<file path="src/rtl/sdm_mod_sequencer.sv">
// sdm_mod_sequencer: paces PCM samples into a sigma-delta modulator with a tick divider, skid buffer and underrun hold.
module sdm_mod_sequencer #(
  parameter int DATA_W   = 16,
  parameter int OSR_LOG2 = 6,
  parameter int DIV_W    = 8,
  parameter int UCNT_W   = 16
) (
  input  logic              clk,
  input  logic              rst,
  input  logic              enable,
  input  logic [DIV_W-1:0]  clk_div,
  input  logic              s_valid,
  input  logic [DATA_W-1:0] s_data,
  output logic              s_ready,
  output logic              mod_valid,
  output logic [DATA_W-1:0] mod_din,
  input  logic              mod_dout,
  output logic              bit_out,
  output logic              bit_valid,
  output logic              underrun,
  output logic [UCNT_W-1:0] underrun_cnt,
  output logic              busy
);
  typedef enum logic [1:0] {IDLE, PRIME, RUN, DRAIN} state_t;
  state_t state;
  logic [DIV_W-1:0] div_reg, div_cnt;
  logic [OSR_LOG2-1:0] tick_cnt;
  logic [DATA_W-1:0] cur, skid;
  logic skid_full, bit_q, ticking, tick, boundary, accept;
  always_comb begin
    ticking   = state == RUN || state == DRAIN;
    tick      = ticking && div_cnt == div_reg;
    boundary  = tick && &tick_cnt;
    s_ready   = state == PRIME || (state == RUN && (!skid_full || boundary));
    accept    = s_valid && s_ready;
    underrun  = state == RUN && boundary && !skid_full && !accept;
    mod_valid = tick;
    mod_din   = cur;
    busy      = state != IDLE;
    bit_out   = bit_valid ? mod_dout : bit_q;
  end
  always_ff @(posedge clk) begin
    if (rst) begin
      state        <= IDLE;
      div_reg      <= '0;
      div_cnt      <= '0;
      tick_cnt     <= '0;
      cur          <= '0;
      skid         <= '0;
      skid_full    <= 1'b0;
      bit_valid    <= 1'b0;
      bit_q        <= 1'b0;
      underrun_cnt <= '0;
    end else begin
      bit_valid <= tick;
      if (bit_valid) bit_q <= mod_dout;
      if (ticking) begin
        div_cnt <= tick ? '0 : div_cnt + 1'b1;
        if (tick) tick_cnt <= tick_cnt + 1'b1;
      end
      case (state)
        IDLE: if (enable) begin
          state        <= PRIME;
          div_reg      <= clk_div;
          underrun_cnt <= '0;
        end
        PRIME: if (accept) begin
          cur      <= s_data;
          div_cnt  <= '0;
          tick_cnt <= '0;
          state    <= RUN;
        end else if (!enable) state <= IDLE;
        RUN: begin
          // at a boundary the buffered sample wins; an empty buffer falls through to the live input, else hold
          if (boundary) cur <= skid_full ? skid : (accept ? s_data : cur);
          if (accept && (skid_full || !boundary)) begin
            skid      <= s_data;
            skid_full <= 1'b1;
          end else if (boundary) skid_full <= 1'b0;
          if (underrun && !(&underrun_cnt)) underrun_cnt <= underrun_cnt + 1'b1;
          if (!enable) state <= DRAIN;
        end
        DRAIN: if (boundary) begin
          state     <= IDLE;
          skid_full <= 1'b0;
        end
      endcase
    end
  end
endmodule

</file>
<file path="config.mk">
export PLATFORM = sky130hd
export DESIGN_NAME = sdm_mod_sequencer
export DESIGN_NICKNAME = d
export VERILOG_FILES = /design/src/rtl/sdm_mod_sequencer.sv
export SDC_FILE = /design/constraint.sdc
export NUM_CORES = 1
export LEC_CHECK = 0
export CAP_MARGIN = 10
export CORE_UTILIZATION = 27
export DETAILED_ROUTE_END_ITERATION = 8
export PLACE_DENSITY_LB_ADDON = 0.3
export SETUP_SLACK_MARGIN = 0.1
export SYNTH_ARGS = -nofsm -noshare
export SYNTH_HDL_FRONTEND = slang
export SYNTH_SLANG_ARGS = --single-unit
</file>
<file path="constraint.sdc">
create_clock -name clk -period 4.2 [get_ports clk]
set_input_delay 0.84 -clock clk [delete_from_list [all_inputs] [get_ports clk]]
set_output_delay 0.84 -clock clk [all_outputs]
set_load 0.01 [all_outputs]
</file>
==> results of run 1 <==
[worst max-delay path: stages, from the launching register on]
cell and delay (ns):
dfxtp_1 0.37, ha_1 0.21, nand3_1 0.08, nor2_1 0.22, nand4_1 0.42, o21ai_0 0.20
a21o_1 0.18, clkdlybuf4s50_1 0.55
[layout make-up]
class                           count  area (µm²)  share of cell area, %
Clock buffer                       13         270                   5.72
Multi-Input combinational cell    305        2010                   42.6
Timing Repair Buffer               70         686                   14.5
Clock inverter                      2        10.0                  0.212
Inverter                            6        22.5                  0.477
Sequential cell                    75        1500                   31.8
Tap cell                          176         220                   4.66
[placed cells by master (no fill, tap or decap), types with 3 or more instances in the layout]
master           count
a21oi_1             34
a22o_1              16
and2_1               5
and3_1               6
and4_1               4
and4_4               3
buf_4                4
clkbuf_16            9
clkbuf_8             3
clkdlybuf4s50_1     65
dfxtp_1             75
ha_1                 3
inv_1                6
mux2i_1             29
nand2_1             32
nand2b_1            35
nand3_1             23
nand4_1             13
nor2_1              29
o21ai_0              5
o31ai_1             11
or3_1                5
or4_1               11
xnor2_1              9
xor2_1               8
[report_power, final]
| part | switching [W] | internal, W |
|---|---|---|
| Sequential | 0.0000139 | 0.000730 |
| Clock | 0.000286 | 0.000443 |
| Combinational | 0.0000874 | 0.0000882 |
| Total | 0.000387 | 0.00126 |
[kinds of logic (layout without fill, tap and decap cells)]
group,after synthesis,count (layout)
DFF,75,75
buffers and inverters,33,91
AOI/OAI and AO/OA,74,74
muxes,32,32
adders and majority gates,3,3
and+or+nand+nor,179,179
xor gates and xnor gates,17,17
[per-stage QoR]
stage	utilization (%)	total power (W)
6_report	35.7	0.00165
5_1_grt	35.7	0.00172
4_1_cts	35.7	0.00168
3_3_place_gp	33.5	0.000933
2_1_floorplan	-	0.000862
3_5_place_dp	33.5	0.000935
[worst paths after layout]
path	slack, ns	from	depth (start not counted)	endpoint
hold / removal	0.47	skid[15]	2	skid[15]
setup / recovery	0.79	tick_cnt[0]	7	s_ready
hold reg to reg	0.47	skid[15]	2	skid[15]
setup reg to reg	1.88	tick_cnt[0]	6	underrun_cnt[4]
[metal layers]
metal | vias to the layer above | wire (µm)
li1 | 1585 | -
met1 | 1479 | 4250
met2 | 70 | 4090
met3 | 9 | 424
met4 | 0 | 180
met5 | - | 0
[Yosys cell counts (all sizes together)]
cell type,n
dfxtp,75
a21oi,35
nand2b,35
nand2,32
mux2i,29
nor2,29
nand3,24
clkbuf,20
a22o,16
nand4,14
o31ai,11
or4,11
xnor2,9
xor2,8
and4,7
buf,7
and3,6
inv,6
o21ai,6
and2,5
or3,5
ha,3
mux2,3
a21o,2
nor2b,2
nor3,2
nor4,2
or2,2
a2111oi,1
and2b,1
nand4b,1
nor3b,1
o211ai,1
o311ai,1
o41ai,1
==> metrics.txt, run 1 <==
first-pass GRT wire length=15.2 mm; via count=3143; post-detailed-route via-to-cell ratio=4.86; clock tree from TritonCTS=built; Antenna Diode Count=0; met2 Track Usage GR=20.8%; fraction of the yosys area taken by sequential cells=41.1%; main combinational cell family by area after synthesis=simple AND/OR/NAND/NOR gates; GRT Residual Overflow=0; TritonCTS Buffers=9; Worst IR Drop VDD=0.155 mV; total of buffers placed on input and output ports=66; maximum number of pins on one net before global-route repair=67; setup slack of the critical path after layout=between 0.7 and 0.8 ns; post-synthesis register bit count=75; final hold vios=0; cell area after synthesis=3660 µm²; aggregate global-route resource usage=13.6%; period utilisation layout=81.2%; post-CTS setup-driven buffer insertion count=0; count of mapped cells out of synthesis=413; post-synthesis to final-layout area growth=29.1%; final routed wire length divided by cell count=13.8 µm; first-pass iteration count of the detailed router=4; Nets=499; worst min-delay path category=register to register; result of the run=complete, no violations; global-route layer with the greatest usage=met2; Die Footprint=between 10000 and 15000 µm²; vias in the first global route=3025; Slew @ Worst Pin=slightly above 0.8 ns; max-cap check violation count=0; width of the die=118 µm; Longest Clk Path Bufs=2; # hold bufs at CTS=0; DR DRC count=0; FP Rows=42; core region area=roughly 13000 µm²; DP Wirelength=6.14 mm; kind of end point of the critical path=primary output; ratio of cells with drive above 1 in the final layout=between 7 and 8%; wire length after detailed routing=8.95 mm; Max-Slew Margin vs Limit=45.8%; largest area contributor in the netlist=dfxtp_1; area fraction in compound gates after synthesis=13.1%; area share of xor/xnor cells in the synthesized design=4.07%; vertical die dimension=118 µm; summed negative setup slack over all endpoints=0 ns; final-report setup violation count=0; timing-limited maximum frequency=0.293 GHz; skew final=0.00474 ns; clock net sink count=75; Crit path required time=3.36 ns; htree depth=3; Final Slew Violations=0; filler-free cell count of the finished design=647; Starting DRT DRC Count=157; min Tclk post-route=around 3.4 ns; Pwr Density=approximately 350 nW/µm²; routing usage on met3=2.99%; antenna violations before repair=0; Initial Util=27.6%; synthesized-area fraction occupied by and/or/nand/nor cells=between 20 and 30%; Clock Pin Slew Worst Setup and Hold Paths=0.06 ns; Adder-Cell Fraction of Synth Area=1.03%; insertion delay to the later sink of the worst-skew pair=approximately 0.33 ns; Worst EP arrival=2.57 ns; final estimated routing congestion in global placement=slightly below 0.8; largest cells by area after synthesis=dfxtp_1 (41%), mux2i_1 (7.9%), nand2b_1 (6.0%), a21oi_1 (4.7%), a22o_1 (3.8%); crit start category=register; mux contribution to synthesized area=under 10%; top-area cell type share of the netlist area=41.1%; LEAKAGE=1.61 nW; Resized cells post-CTS=0; mean instance size in the synthesized netlist=8.86 µm²; met1 GRT Util=17.6%; WHS=0.473 ns; clock root buffer master=clkbuf_16; Cell variety after synth=44; unrepaired setup endpoints after global routing=no; critical path class=register to primary output; total I/O pin count=67; Yosys warning total=0; Worst Setup Slack post-DPL=0.971 ns; Routed Antenna Nets=0; post-layout instance area=4720 µm²; worst-path maximum fanout=12; placed instance area=about 4400 µm²; filler instances=1357; number of nets in the synthesized netlist=around 450; placed instance count=632
No activity file was read; power rests on OpenSTA's default activity.
==> inputs of run 2 (changes only) <==
==> constraint.sdc (replaced) <==
create_clock -name clk -period 3.5 [get_ports clk]
set_input_delay 0.7 -clock clk [delete_from_list [all_inputs] [get_ports clk]]
set_output_delay 0.7 -clock clk [all_outputs]
set_load 0.01 [all_outputs]
==> run 2 against run 1 <==
  * First-iteration DRC count rose by 11%
  * Register-to-register slack lost 0.74 ns
  * Design area increased by 1.5%
  * Sequential cell count is the same
  * Combinational power up 21%
  * Cell count up 0.31%
  * Via count rose by 0.38%
  * Critical endpoint is now underrun
  * Largest power group is now the clock network
==> metrics.txt, run 2 (synthesis results as in run 1) <==
width of the die=118 µm; maximum number of pins on one net before global-route repair=between 60 and 70; placed instance area=4450 µm²; storage element area=1500 µm²; most common library cell in the layout ignoring fill and taps=dfxtp_1; total I/O pin count=67; footprint of the multi-input gates=just over 2000 µm²; Worst IR Drop VDD=between 0.2 and 0.3 mV; commonest cells after routing, fill and taps aside=dfxtp_1 (75), clkdlybuf4s50_1 (65), nand2b_1 (35); htree depth=3; worst r2r path cells=6; Longest Clk Path Bufs=2; post-detailed-route via-to-cell ratio=approximately 4.9; timing-limited maximum frequency=0.313 GHz; Slew @ Worst Pin=0.881 ns; GRT Residual Overflow=0; maximum single-stage delay on the critical path=around 0.6 ns; worst-path maximum fanout=7; hold-critical path depth=2; Max-Slew Margin vs Limit=approximately two fifths; aggregate global-route resource usage=13.5%; post-synthesis to final-layout area growth=31.0%; first-pass iteration count of the detailed router=4; ratio of cells with drive above 1 in the final layout=7.82%; DP Wirelength=6.34 mm; summed negative setup slack over all endpoints=0 ns; unrepaired setup endpoints after global routing=no; FP Rows=42; final estimated routing congestion in global placement=0.794; Die Footprint=14000 µm²; Starting DRT DRC Count=~180; max-cap check violation count=0; vertical die dimension=118 µm; core region area=13200 µm²; kind of end point of the critical path=primary output; Initial Util=about 28%; DR DRC count=0; post-layout instance area=about 4800 µm²; result of the run=complete, no violations; total of buffers placed on input and output ports=66; clock tree from TritonCTS=built; clock net sink count=75; antenna violations before repair=0; Crit path required time=2.80 ns; LEAKAGE=~1.6 nW; vias in the first global route=3063; final hold vios=0; period utilisation layout=between 90% and 100%; critical path class=register to primary output; Worst EP arrival=~2.5 ns; filler instances=~1400; TritonCTS Buffers=9; worst min-delay path category=register to register; first-pass GRT wire length=between 15 and 20 mm; internal reg-to-reg setup slack=1.14 ns; Routed Antenna Nets=0; post-CTS setup-driven buffer insertion count=0; crit start category=register; chain of cells forming the critical path=ha_1, nand3_1, nor2_1, nand4_1, nor4_2, clkdlybuf4s50_1; Clock Pin Slew Worst Setup and Hold Paths=0.06 ns; final routed wire length divided by cell count=14.1 µm; Pwr Density=447 nW/µm²; final-report setup violation count=0; Slowest-stage cell, CP=clkdlybuf4s50_1; skew final=0.00822 ns; Final Slew Violations=0; Nets=500; clock root buffer master=clkbuf_16; min Tclk post-route=roughly 3.2 ns; insertion delay to the later sink of the worst-skew pair=0.33 ns; Antenna Diode Count=0; wire length after detailed routing=9.18 mm; via count=3155
==> run 2: area by class of cell <==
cell class                      instances  share of cell area (%)
Multi-Input combinational cell        305                    42.1
Inverter                                6                   0.470
Clock buffer                           11                    5.27
Clock inverter                          5                    1.75
Timing Repair Buffer                   71                    14.5
Sequential cell                        75                    31.3
Tap cell                              176                    4.60
==> run 2: what timing repair did <==
action                                  CTS  global route
gates resized for setup                   0             1
hold buffers                              0             0
endpoints found under the setup margin    0             1
==> run 2: worst max-delay path: cells and delay by family, from the launching register on <==
family | cells | cell delay [ns]
fa+ha+maj | 1 | 0.22
buf+inv | 1 | 0.60
flops | 1 | 0.36
simple gates | 4 | 0.98
==> run 2: metrics by stage <==
| step | power [W] | setup slack (ns) | std cells | utilization, % | hold WS [ns] |
|---|---|---|---|---|---|
| floorplan | 0.00103 | 1.28 | 413 | - | 0.449 |
| global placement | 0.00112 | 0.538 | 633 | 33.6 | 0.459 |
| detailed placement | 0.00112 | 0.522 | 633 | 33.6 | 0.466 |
| CTS | 0.00216 | 0.162 | 649 | 36.1 | 0.481 |
| global route | 0.00223 | 0.164 | 649 | 36.2 | 0.494 |
| finish | 0.00214 | 0.307 | 649 | 36.2 | 0.477 |
==> run 2: layer usage <==
metal / track usage (%) / routed length (µm) / vias up
li1: - / - / 1587
met1: 17.7 / 4620 / 1505
met2: 21.8 / 4210 / 58
met3: 3.04 / 312 / 5
met4: 4.91 / 40 / 0
met5: 0 / 0 / -
==> run 2: final timing paths <==
| check | start | endpoint |
|---|---|---|
| setup / recovery | tick_cnt[0] | underrun |
| hold / removal | skid[13] | skid[13] |
| setup reg to reg | tick_cnt[0] | underrun_cnt[12] |
| hold reg to reg | skid[13] | skid[13] |
==> run 2: power by group <==
| group | leakage [nW] | switching [W] | internal (W) |
|---|---|---|---|
| Sequential | 0.607 | 0.0000169 | 0.000876 |
| Combinational | 0.863 | 0.000107 | 0.000106 |
| Clock | 0.158 | 0.000371 | 0.000666 |
| Total | 1.63 | 0.000495 | 0.00165 |
==> inputs of run 3 (changes only) <==
--- a/config.mk
+++ b/config.mk
@@ -8,8 +8,8 @@
 export CAP_MARGIN = 10
 export CORE_UTILIZATION = 27
 export DETAILED_ROUTE_END_ITERATION = 8
+export HOLD_SLACK_MARGIN = 0.02
 export PLACE_DENSITY_LB_ADDON = 0.3
-export SETUP_SLACK_MARGIN = 0.1
 export SYNTH_ARGS = -nofsm -noshare
 export SYNTH_HDL_FRONTEND = slang
 export SYNTH_SLANG_ARGS = --single-unit
==> run 3 against run 2 <==
  * Die area unchanged
  * Sequential power about the same
  * Largest power group unchanged
  * Maximum frequency down 2.9%
==> metrics.txt, run 3 (synthesis results as in run 1) <==
Antenna Diode Count=0; max-cap check violation count=0; clock tree from TritonCTS=built; hold-critical path depth=2; fraction of power consumed by sequential logic=41.7%; unrepaired setup endpoints after global routing=no; met2 Track Usage GR=21.8%; width of the die=118 µm; first-pass iteration count of the detailed router=4; vertical die dimension=118 µm; wire length after detailed routing=9.16 mm; total I/O pin count=67; combinational cell fraction of total power=roughly a tenth; Nets=500; aggregate global-route resource usage=13.5%; final-report setup violation count=0; first-pass GRT wire length=15.2 mm; post-detailed-route via-to-cell ratio=a little under 5; worst min-delay path category=register to register; net switching power=roughly 0.00049 W; global-route layer with the greatest usage=met2; post-synthesis to final-layout area growth=30.9%; kind of end point of the critical path=primary output; total of buffers placed on input and output ports=66; antenna violations before repair=0; htree depth=3; final estimated routing congestion in global placement=approximately 0.79; Hold Path Origin=skid[13]; Starting DRT DRC Count=between 150 and 200; LEAKAGE=~1.6 nW; Routed Antenna Nets=0; post-CTS setup-driven buffer insertion count=0; routing usage on met3=3.04%; internal reg-to-reg setup slack=between 1 and 1.5 ns; end of the worst hold path=skid[13]; worst r2r path cells=6; Longest Clk Path Bufs=2; Crit path required time=2.80 ns; Initial Util=27.6%; GRT Residual Overflow=0; period utilisation layout=roughly 94%; Clk pwr share=slightly below 50%; min Tclk post-route=3.29 ns; core region area=roughly 13000 µm²; summed negative setup slack over all endpoints=0 ns; result of the run=complete, no violations; Worst EP arrival=2.59 ns; commonest cells after routing, fill and taps aside=dfxtp_1 (75), clkdlybuf4s50_1 (65), nand2b_1 (35); ratio of cells with drive above 1 in the final layout=7.61%; DP Wirelength=6.34 mm; crit start category=register; switching fraction of total power=23.1%; Clock Pin Slew Worst Setup and Hold Paths=0.06 ns; worst-path maximum fanout=7; RR Endpoint=underrun_cnt[8]; Die Footprint=14000 µm²; Slew @ Worst Pin=0.891 ns; Final Slew Violations=0; Resized cells post-CTS=0; startpoint of the worst-slack reg-to-reg timing path=tick_cnt[0]; # hold bufs at CTS=0; clock root buffer master=clkbuf_16; post-layout instance area=4790 µm²; via count=~3100; Worst IR Drop VDD=0.260 mV; vias in the first global route=3063; Pwr Density=447 nW/µm²; filler instances=1353; insertion delay to the later sink of the worst-skew pair=roughly 0.33 ns; final hold vios=0; placed instance area=about 4400 µm²; Max-Slew Margin vs Limit=around two fifths; maximum number of pins on one net before global-route repair=67; skew final=between 0.008 and 0.009 ns; Internal Pwr Total=approximately 0.0016 W; final routed wire length divided by cell count=14.1 µm; met1 GRT Util=between 10% and 20%; FP Rows=42; most common library cell in the layout ignoring fill and taps=dfxtp_1; timing-limited maximum frequency=0.304 GHz; critical path class=register to primary output; clock net sink count=75; DR DRC count=0; TritonCTS Buffers=9
[run 3: cell counts in the layout (fill, tap and decap cells not counted)]
No cell type changed its count.
[run 3: how the worst max path moves through the flow]
| stage | from | end | slack, ns | cells after the start |
|---|---|---|---|---|
| 2_1_floorplan | s_valid | underrun | 1.28 | 3 |
| 3_3_place_gp | s_valid | underrun | 0.54 | 3 |
| 3_5_place_dp | tick_cnt[0] | underrun | 0.52 | 6 |
| 4_1_cts | tick_cnt[0] | underrun | 0.16 | 6 |
| 5_1_grt | tick_cnt[0] | underrun | 0.07 | 6 |
| 6_report | tick_cnt[0] | underrun | 0.21 | 6 |
[run 3: layout make-up]
type                    instances  area [µm²]  area share [%]
clock buffers                  11         253            5.28
repair buffers                 71         693            14.5
well taps                     176         220            4.60
multi-input cells             305        2010            42.0
clock inverters                 5        83.8            1.75
flip-flops and latches         75        1500            31.4
inverters                       6        22.5           0.471
[run 3: stage by stage]
step	utilization, %	cells	hold slack (ns)	power [W]	setup slack (ns)
2_1_floorplan	-	413	0.449	0.00103	1.28
3_3_place_gp	33.6	633	0.459	0.00112	0.538
3_5_place_dp	33.6	633	0.466	0.00112	0.522
4_1_cts	36.1	649	0.481	0.00216	0.162
5_1_grt	36.1	649	0.494	0.00223	0.0657
6_report	36.1	649	0.476	0.00214	0.211
[run 3: per-layer routing]
metal / part of all wire, % / vias up
li1: - / 1586
met1: 50 / 1500
met2: 46 / 57
met3: 3.6 / 4
met4: 0.43 / 0
met5: 0 / -
[run 3: worst max-delay path, stage by stage (launching register included)]
cell and delay [ns]:
dfxtp_1 0.36, ha_1 0.22, nand3_1 0.09, nor2_1 0.25, nand4_1 0.32, nor4_1 0.40, clkdlybuf4s50_1 0.62
[run 3: power by group through the flow]
stage               Combinational (W)  Sequential (W)  Clock, W
floorplan                    0.000125        0.000910         0
global placement             0.000210        0.000910         0
detailed placement           0.000214        0.000911         0
CTS                          0.000215        0.000892   0.00105
global route                 0.000232        0.000895   0.00110
finish                       0.000213        0.000893   0.00104
